File: config.mk
export PLATFORM = sky130hd
export DESIGN_NAME = sync_down_counter
export DESIGN_NICKNAME = d
export VERILOG_FILES = /design/src/rtl/sync_down_counter.sv
export SDC_FILE = /design/constraint.sdc
export NUM_CORES = 1
export LEC_CHECK = 0
export CAP_MARGIN = 20
export CORE_UTILIZATION = 47
export CTS_BUF_LIST = sky130_fd_sc_hd__clkbuf_16
export CTS_CLUSTER_SIZE = 40
export DETAILED_ROUTE_END_ITERATION = 10
export PLACE_DENSITY = 0.75
export SYNTH_ARGS = -nofsm -noshare
export SYNTH_HDL_FRONTEND = slang
export SYNTH_SLANG_ARGS = --single-unit
File: constraint.sdc
create_clock -name clk -period 2 [get_ports clk]
set_input_delay 0.5 -clock clk [delete_from_list [all_inputs] [get_ports clk]]
set_output_delay 0.5 -clock clk [all_outputs]
set_load 0.005 [all_outputs]
File: src/rtl/sync_down_counter.sv
// Purpose: loadable WIDTH-bit down-counter/interval timer with one-shot and auto-reload modes.
// Latency: all outputs registered; load_val appears on q the edge after load=1, tc coincides with q==0.
// Backpressure: none; en stalls the count, load restarts it at any time.
//
// Ports:
//   clk      - system clock, all state changes on rising edge
//   rst      - asynchronous active-high reset
//   load     - load/restart strobe; wins over everything else on that edge
//   load_val - start/reload count, captured with load
//   mode     - 0 one-shot, 1 auto-reload, captured with load
//   en       - count enable
//   q        - current count
//   tc       - one-cycle terminal-count pulse, high in the cycle q reaches 0
//   busy     - high while counting (RUN)
//   done     - high after a one-shot expires (DONE) until the next load
module sync_down_counter #(
  parameter int WIDTH = 4
) (
  input  logic             clk,
  input  logic             rst,
  input  logic             load,
  input  logic [WIDTH-1:0] load_val,
  input  logic             mode,
  input  logic             en,
  output logic [WIDTH-1:0] q,
  output logic             tc,
  output logic             busy,
  output logic             done
);

  typedef enum logic [1:0] {
    IDLE = 2'd0,
    RUN  = 2'd1,
    DONE = 2'd2
  } state_t;

  state_t           state_q, state_d;
  logic [WIDTH-1:0] count_q, count_d;
  logic [WIDTH-1:0] reload_q, reload_d;
  logic             mode_q, mode_d;
  logic             tc_q, tc_d;
  logic             busy_q, busy_d;
  logic             done_q, done_d;

  always_ff @(posedge clk or posedge rst) begin
    if (rst) begin
      state_q  <= IDLE;
      count_q  <= '0;
      reload_q <= '0;
      mode_q   <= 1'b0;
      tc_q     <= 1'b0;
      busy_q   <= 1'b0;
      done_q   <= 1'b0;
    end else begin
      state_q  <= state_d;
      count_q  <= count_d;
      reload_q <= reload_d;
      mode_q   <= mode_d;
      tc_q     <= tc_d;
      busy_q   <= busy_d;
      done_q   <= done_d;
    end
  end

  always_comb begin
    state_d  = state_q;
    count_d  = count_q;
    reload_d = reload_q;
    mode_d   = mode_q;
    tc_d     = 1'b0;

    if (load) begin
      // A terminal event coinciding with load is dropped: tc_d stays 0.
      reload_d = load_val;
      mode_d   = mode;
      count_d  = load_val;
      state_d  = (load_val != '0) ? RUN : IDLE;
    end else begin
      case (state_q)
        RUN: begin
          if (en) begin
            if (count_q > WIDTH'(1)) begin
              count_d = count_q - WIDTH'(1);
            end else if (count_q == WIDTH'(1)) begin
              count_d = '0;
              tc_d    = 1'b1;
              if (!mode_q) state_d = DONE;
            end else begin
              // q==0 only happens in auto-reload: the extra cycle at zero
              // makes the period reload+1 and replaces the underflow wrap.
              count_d = reload_q;
            end
          end
        end
        DONE:    count_d = '0;
        default: ;
      endcase
    end

    // Status flags are registered from the next state so they never glitch.
    busy_d = (state_d == RUN);
    done_d = (state_d == DONE);
  end

  assign q    = count_q;
  assign tc   = tc_q;
  assign busy = busy_q;
  assign done = done_q;

endmodule

==> impl_metrics.tcl, run 1 <==
set metrics [dict create \
    status "finished clean" \
    crit_chain "inv_1, ha_1, or3b_4, nor3b_4, and2b_1, o31ai_1" \
    crit_type "reg -> reg" \
    arrival_ns 1.88 \
    critical-path-top-delay-family "simple AND/OR/NAND/NOR gates" \
    max_stage_delay_ns 0.43 \
    dpl.hpwl_mm 1.04 \
    clkTransAtPathRegs_ns 0.05 \
    wl_mm 1.49 \
    start_util 0.532 \
    grt_overflow 0 \
    cp_max_fo 4 \
    syn_area_per_cell_um2 10.5 \
    cts_tree "built" \
    drtIter0Drc 14 \
    num_vias 602 \
    num_io_pins 16 \
    yosys_warnings 0 \
    clock_latency_ns 0.24 \
    seqCellArea_um2 350 \
    fin_setup_tns_ns 0 \
    synthMuxAreaShare 0.0310 \
    core_mm2 0.00137 \
    synth_compound_area_frac 0.227 \
    die_h_um 41.3 \
    utilization 0.720 \
    area_growth_pct 35.3 \
    vias_per_cell 5.84 \
    skew_ns 0.00513 \
    cp.required_ns 2.11 \
    synth-xor-area-share 0 \
    synth_simple_gate_area_frac 0.179 \
    die_w_um 41.3 \
    antenna_cells 0 \
    port_buffers 15 \
    multi_input_area_um2 348 \
    design.die.area_mm2 0.00171 \
    post_cts_buffers 0 \
    tightest_slew_ns 0.524 \
    grt_pass1_wl_mm 2.59 \
    peakVddDrop_v 0.000585 \
    num_rows 13 \
    dr.pass1.iters 4 \
    finalInstanceArea_um2 983 \
    placed_area_um2 900 \
    grt_max_degree 16 \
    rsz0062_at_grt "no" \
    grt_antenna_before_repair 0 \
    grt_usage 0.245 \
    fin_nets 100 \
    syn-num-nets 80 \
    final-setup-viol-count 0 \
    post_drt_wl_per_cell_um 14.5 \
    hold_viol_final 0 \
    p_leak_nw 0.446 \
    period_share 0.886 \
    drv_cap 0 \
    critPathCaptureType "flop" \
    relSlewSlack 0.650 \
    synthAdderAreaFrac 0.0344 \
    synth_area_leader_cell "dfrtp_1" \
    gp_congestion 0.810 \
    drive_gt1_frac 0.125 \
    grt_pass1_vias 595 \
    critPathBufInv 1 \
    final_antenna_net_count 0 \
    ys_seq_area_frac 0.482 \
    drc 0 \
    hold_path.class "reg -> reg" \
    cts_max_level 1 \
    slew_viol_final 0 \
    synth.top_cell.area_share 0.482 \
    powerDensity_mw_per_mm2 917 \
    yosys-top-cells-area "dfrtp_1 (48%), o41ai_1 (4.8%), inv_1 (4.1%)" \
    ys_types 29 \
    cts.sink_count 14 \
    p_total_mw 0.902 \
    fill_cells 109 \
    layout_commonest_cell "clkdlybuf4s50_1" \
    fin_crit_ns 1.77 \
    syn_inst 69 \
    synth_top_family_by_area "compound AO/OA/AOI/OAI gates" \
    worstSetupStartpointType "flop" \
    fmax_mhz 564 \
    layout_common_cells "clkdlybuf4s50_1 (15), dfrtp_1 (14), inv_1 (8)" \
    cts_inserted_buffers 3 \
    cp_slowest_cell "or3b_4" \
    cts_buffer_depth 2 \
    ys_seq_elements 14 \
    synth_area_um2 727 \
    cts_root_buf "clkbuf_16" \
]
[report_power, final]
| part | switching [mW] | internal [mW] | leakage [nW] |
|---|---|---|---|
| sequential | 0.0337 | 0.313 | 0.172 |
| combinational | 0.0832 | 0.101 | 0.235 |
| clock | 0.107 | 0.264 | 0.0385 |
[flip-flops by register name, summed over array words and instances, names as in the netlist]
signal,count
busy,1
done,1
mode_q,1
q,4
reload_q,4
state_q,2
tc,1
[repair_timing]
action	CTS	global route
resized for setup	0	1
setup endpoints to repair	0	1
hold buffers	0	0
[per-layer routing]
metal | global-route usage | vias to the layer above | share of wire
li1 | - | 294 | -
met1 | 0.328 | 281 | 0.47
met2 | 0.375 | 23 | 0.47
met3 | 0.0532 | 4 | 0.051
met4 | 0.113 | 0 | 0.015
met5 | 0 | - | 0
[final timing paths]
check | startpoint | end | slack, ns | cells after the start
max in group asynchronous | rst | q[1] | 1.05 | 2
hold reg to reg | reload_q[1] | reload_q[1] | 0.49 | 1
hold / removal | reload_q[1] | reload_q[1] | 0.49 | 1
setup reg to reg | q[1] | state_q[0] | 0.23 | 6
min in group asynchronous | rst | done | 0.59 | 2
setup / recovery | q[1] | state_q[0] | 0.23 | 6
[synthesized netlist by cell type]
cell and n:
dfrtp_1 14, inv_1 8, a21oi_1 4, nand2_1 4
o41ai_1 4, o21ai_0 3, a21o_1 2, a221o_1 2
and2_1 2, and2b_1 2, ha_1 2, mux2_2 2
nand3_1 2, nor2_1 2, nor3b_1 2, a211o_1 1
a211oi_1 1, a21oi_2 1, a311oi_1 1, a32oi_1 1
clkbuf_1 1, nand2_2 1, nand2b_1 1, nand3b_1 1
nor3_1 1, nor3b_4 1, o211a_1 1, o31ai_1 1
or3b_4 1
[area by class of cell]
| class | instances | area share |
|---|---|---|
| Timing Repair Buffer | 16 | 0.160 |
| Tap cell | 15 | 0.0191 |
| Multi-Input combinational cell | 46 | 0.354 |
| Inverter | 8 | 0.0305 |
| Sequential cell | 14 | 0.356 |
| Clock inverter | 1 | 0.00382 |
| Clock buffer | 3 | 0.0763 |
[metrics by stage]
step	instances	setup slack, ns	hold WS (ns)
after detailed placement	99	0.212	0.480
final	103	0.228	0.486
after CTS	103	0.150	0.491
after floorplan	69	0.359	0.389
after global routing	103	0.124	0.514
after global placement	99	0.241	0.490
[cell families (layout without fill, tap and decap cells)]
family,Yosys count,after routing
buffers and inverters,9,28
muxes,2,2
adders and majority gates,2,2
AOI/OAI and AO/OA,22,22
DFF,14,14
and+or+nand+nor,20,20
Note: power is estimated with default switching activity, not from simulation.
==> run 2, diff against run 1 <==
--- a/config.mk
+++ b/config.mk
@@ -5,12 +5,13 @@
 export SDC_FILE = /design/constraint.sdc
 export NUM_CORES = 1
 export LEC_CHECK = 0
-export CAP_MARGIN = 20
+export CAP_MARGIN = 40
 export CORE_UTILIZATION = 47
 export CTS_BUF_LIST = sky130_fd_sc_hd__clkbuf_16
 export CTS_CLUSTER_SIZE = 40
 export DETAILED_ROUTE_END_ITERATION = 10
 export PLACE_DENSITY = 0.75
+export SKIP_LAST_GASP = 1
 export SYNTH_ARGS = -nofsm -noshare
 export SYNTH_HDL_FRONTEND = slang
 export SYNTH_SLANG_ARGS = --single-unit
==> results of run 2 <==
Final layout, timing and power as in run 1 (identical DEF).
==> run 3, diff against run 2 <==
--- a/config.mk
+++ b/config.mk
@@ -10,7 +10,7 @@
 export CTS_BUF_LIST = sky130_fd_sc_hd__clkbuf_16
 export CTS_CLUSTER_SIZE = 40
 export DETAILED_ROUTE_END_ITERATION = 10
-export PLACE_DENSITY = 0.75
+export PLACE_DENSITY = 0.86
 export SKIP_LAST_GASP = 1
 export SYNTH_ARGS = -nofsm -noshare
 export SYNTH_HDL_FRONTEND = slang
==> impl_metrics.tcl, run 3 (same netlist as run 1, synthesis figures left out) <==
set metrics [dict create \
    grt_max_degree 16 \
    tightest_slew_ns 0.520 \
    final-setup-viol-count 0 \
    layout_common_cells "clkdlybuf4s50_1 (15), dfrtp_1 (14), inv_1 (8)" \
    ctsHoldBuffers 0 \
    grt_antenna_before_repair 0 \
    die_h_um 41.3 \
    cts_max_level 1 \
    design.die.area_mm2 0.00171 \
    cts_buffer_depth 2 \
    dr.pass1.iters 4 \
    skew_ns 0.000812 \
    hold_path.class "reg -> reg" \
    vias_per_cell 6.36 \
    utilization 0.713 \
    post_drt_wl_per_cell_um 15.5 \
    slew_viol_final 0 \
    start_util 0.532 \
    p_sw_frac 0.246 \
    grt.met1_usage 0.311 \
    grt_overflow 0 \
    clkTransAtPathRegs_ns 0.04 \
    antenna_cells 0 \
    cts_root_buf "clkbuf_16" \
    cts.sink_count 14 \
    crit_type "reg -> reg" \
    fmax_mhz 553 \
    p_total_mw 0.893 \
    drive_gt1_frac 0.115 \
    grt-busiest-layer "met2" \
    peakVddDrop_v 0.000558 \
    arrival_ns 1.90 \
    final_antenna_net_count 0 \
    fin_crit_ns 1.81 \
    num_rows 13 \
    dpl.hpwl_mm 1.10 \
    status "finished clean" \
    layout_setup_ws_ns 0.193 \
    num_io_pins 16 \
    p_int_mw 0.673 \
    rsz0062_at_grt "no" \
    num_vias 649 \
    critPathCaptureType "flop" \
    fin_nets 100 \
    powerDensity_mw_per_mm2 916 \
    clockPowerShare 0.407 \
    cts_inserted_buffers 3 \
    port_buffers 15 \
    p_leak_nw 0.442 \
    grt_pass1_vias 612 \
    cts_tree "built" \
    p_seq_frac 0.390 \
    grt_pass1_wl_mm 2.67 \
    drv_cap 0 \
    switching_power_mw 0.220 \
    period_share 0.904 \
    post_cts_buffers 0 \
    hold_viol_final 0 \
    die_w_um 41.3 \
    layout_commonest_cell "clkdlybuf4s50_1" \
    cp_max_fo 4 \
    area_growth_pct 34.1 \
    clock_latency_ns 0.24 \
    drtIter0Drc 24 \
    combPwrFrac 0.203 \
    grt_usage 0.249 \
    worstSetupStartpointType "flop" \
    gp_congestion 0.847 \
    preCtsSetupSlack_ns 0.216 \
    relSlewSlack 0.653 \
    use_met3 0.0585 \
    cts_resized 0 \
    fin_setup_tns_ns 0 \
    cp.required_ns 2.10 \
    drc 0 \
    wl_mm 1.58 \
    grt_use_met2 0.379 \
    core_mm2 0.00137 \
]
## run 3: cell types whose count changed in the layout (fill, tap and decap cells not counted)
cell | before | now
clkinv_1 | 1 | 0
nor3b_1 | 1 | 2
nor3b_2 | 1 | 0
## run 3: layer usage
metal / wire [um] / up-vias
met3: 112 / 13
li1: - / 293
met4: 60 / 0
met2: 702 / 44
met5: 0 / -
met1: 706 / 299
## run 3: path summary, 6_finish.rpt
| path | start | end | slack [ns] | cells after the start |
|---|---|---|---|---|
| hold reg to reg | reload_q[1] | reload_q[1] | 0.48 | 1 |
| setup reg to reg | q[1] | state_q[0] | 0.19 | 6 |
| max in group asynchronous | rst | reload_q[0] | 1.06 | 2 |
| min in group asynchronous | rst | busy | 0.60 | 2 |
| setup / recovery | q[1] | state_q[0] | 0.19 | 6 |
| hold / removal | reload_q[1] | reload_q[1] | 0.48 | 1 |
## run 3: worst max-delay path: stages, from the launching register on
cell and delay [ns]:
dfrtp_1 0.40, inv_1 0.12, ha_1 0.22, or3b_4 0.43, nor3b_4 0.27, and2b_1 0.16, o31ai_1 0.06
## run 3: area by class of cell
class	instances	area [um^2]
Inverter	8	30.0
Fill cell	107	392
Multi-Input combinational cell	46	343
Timing Repair Buffer	16	158
Sequential cell	14	350
Tap cell	15	18.8
Clock buffer	3	75.1
## run 3: stage by stage
stage	instances	instance area, um^2	hold WS (ns)
floorplan	69	727	0.389
global placement	99	900	0.476
detailed placement	99	900	0.470
CTS	102	975	0.481
global route	102	975	0.501
finish	102	975	0.478
## run 3: power groups by stage
stage	clock network (mW)	registers [mW]	logic, mW
finish	0.363	0.348	0.182
global route	0.383	0.351	0.201
global placement	0	0.348	0.174
CTS	0.367	0.347	0.181
detailed placement	0	0.349	0.178
floorplan	0	0.344	0.102
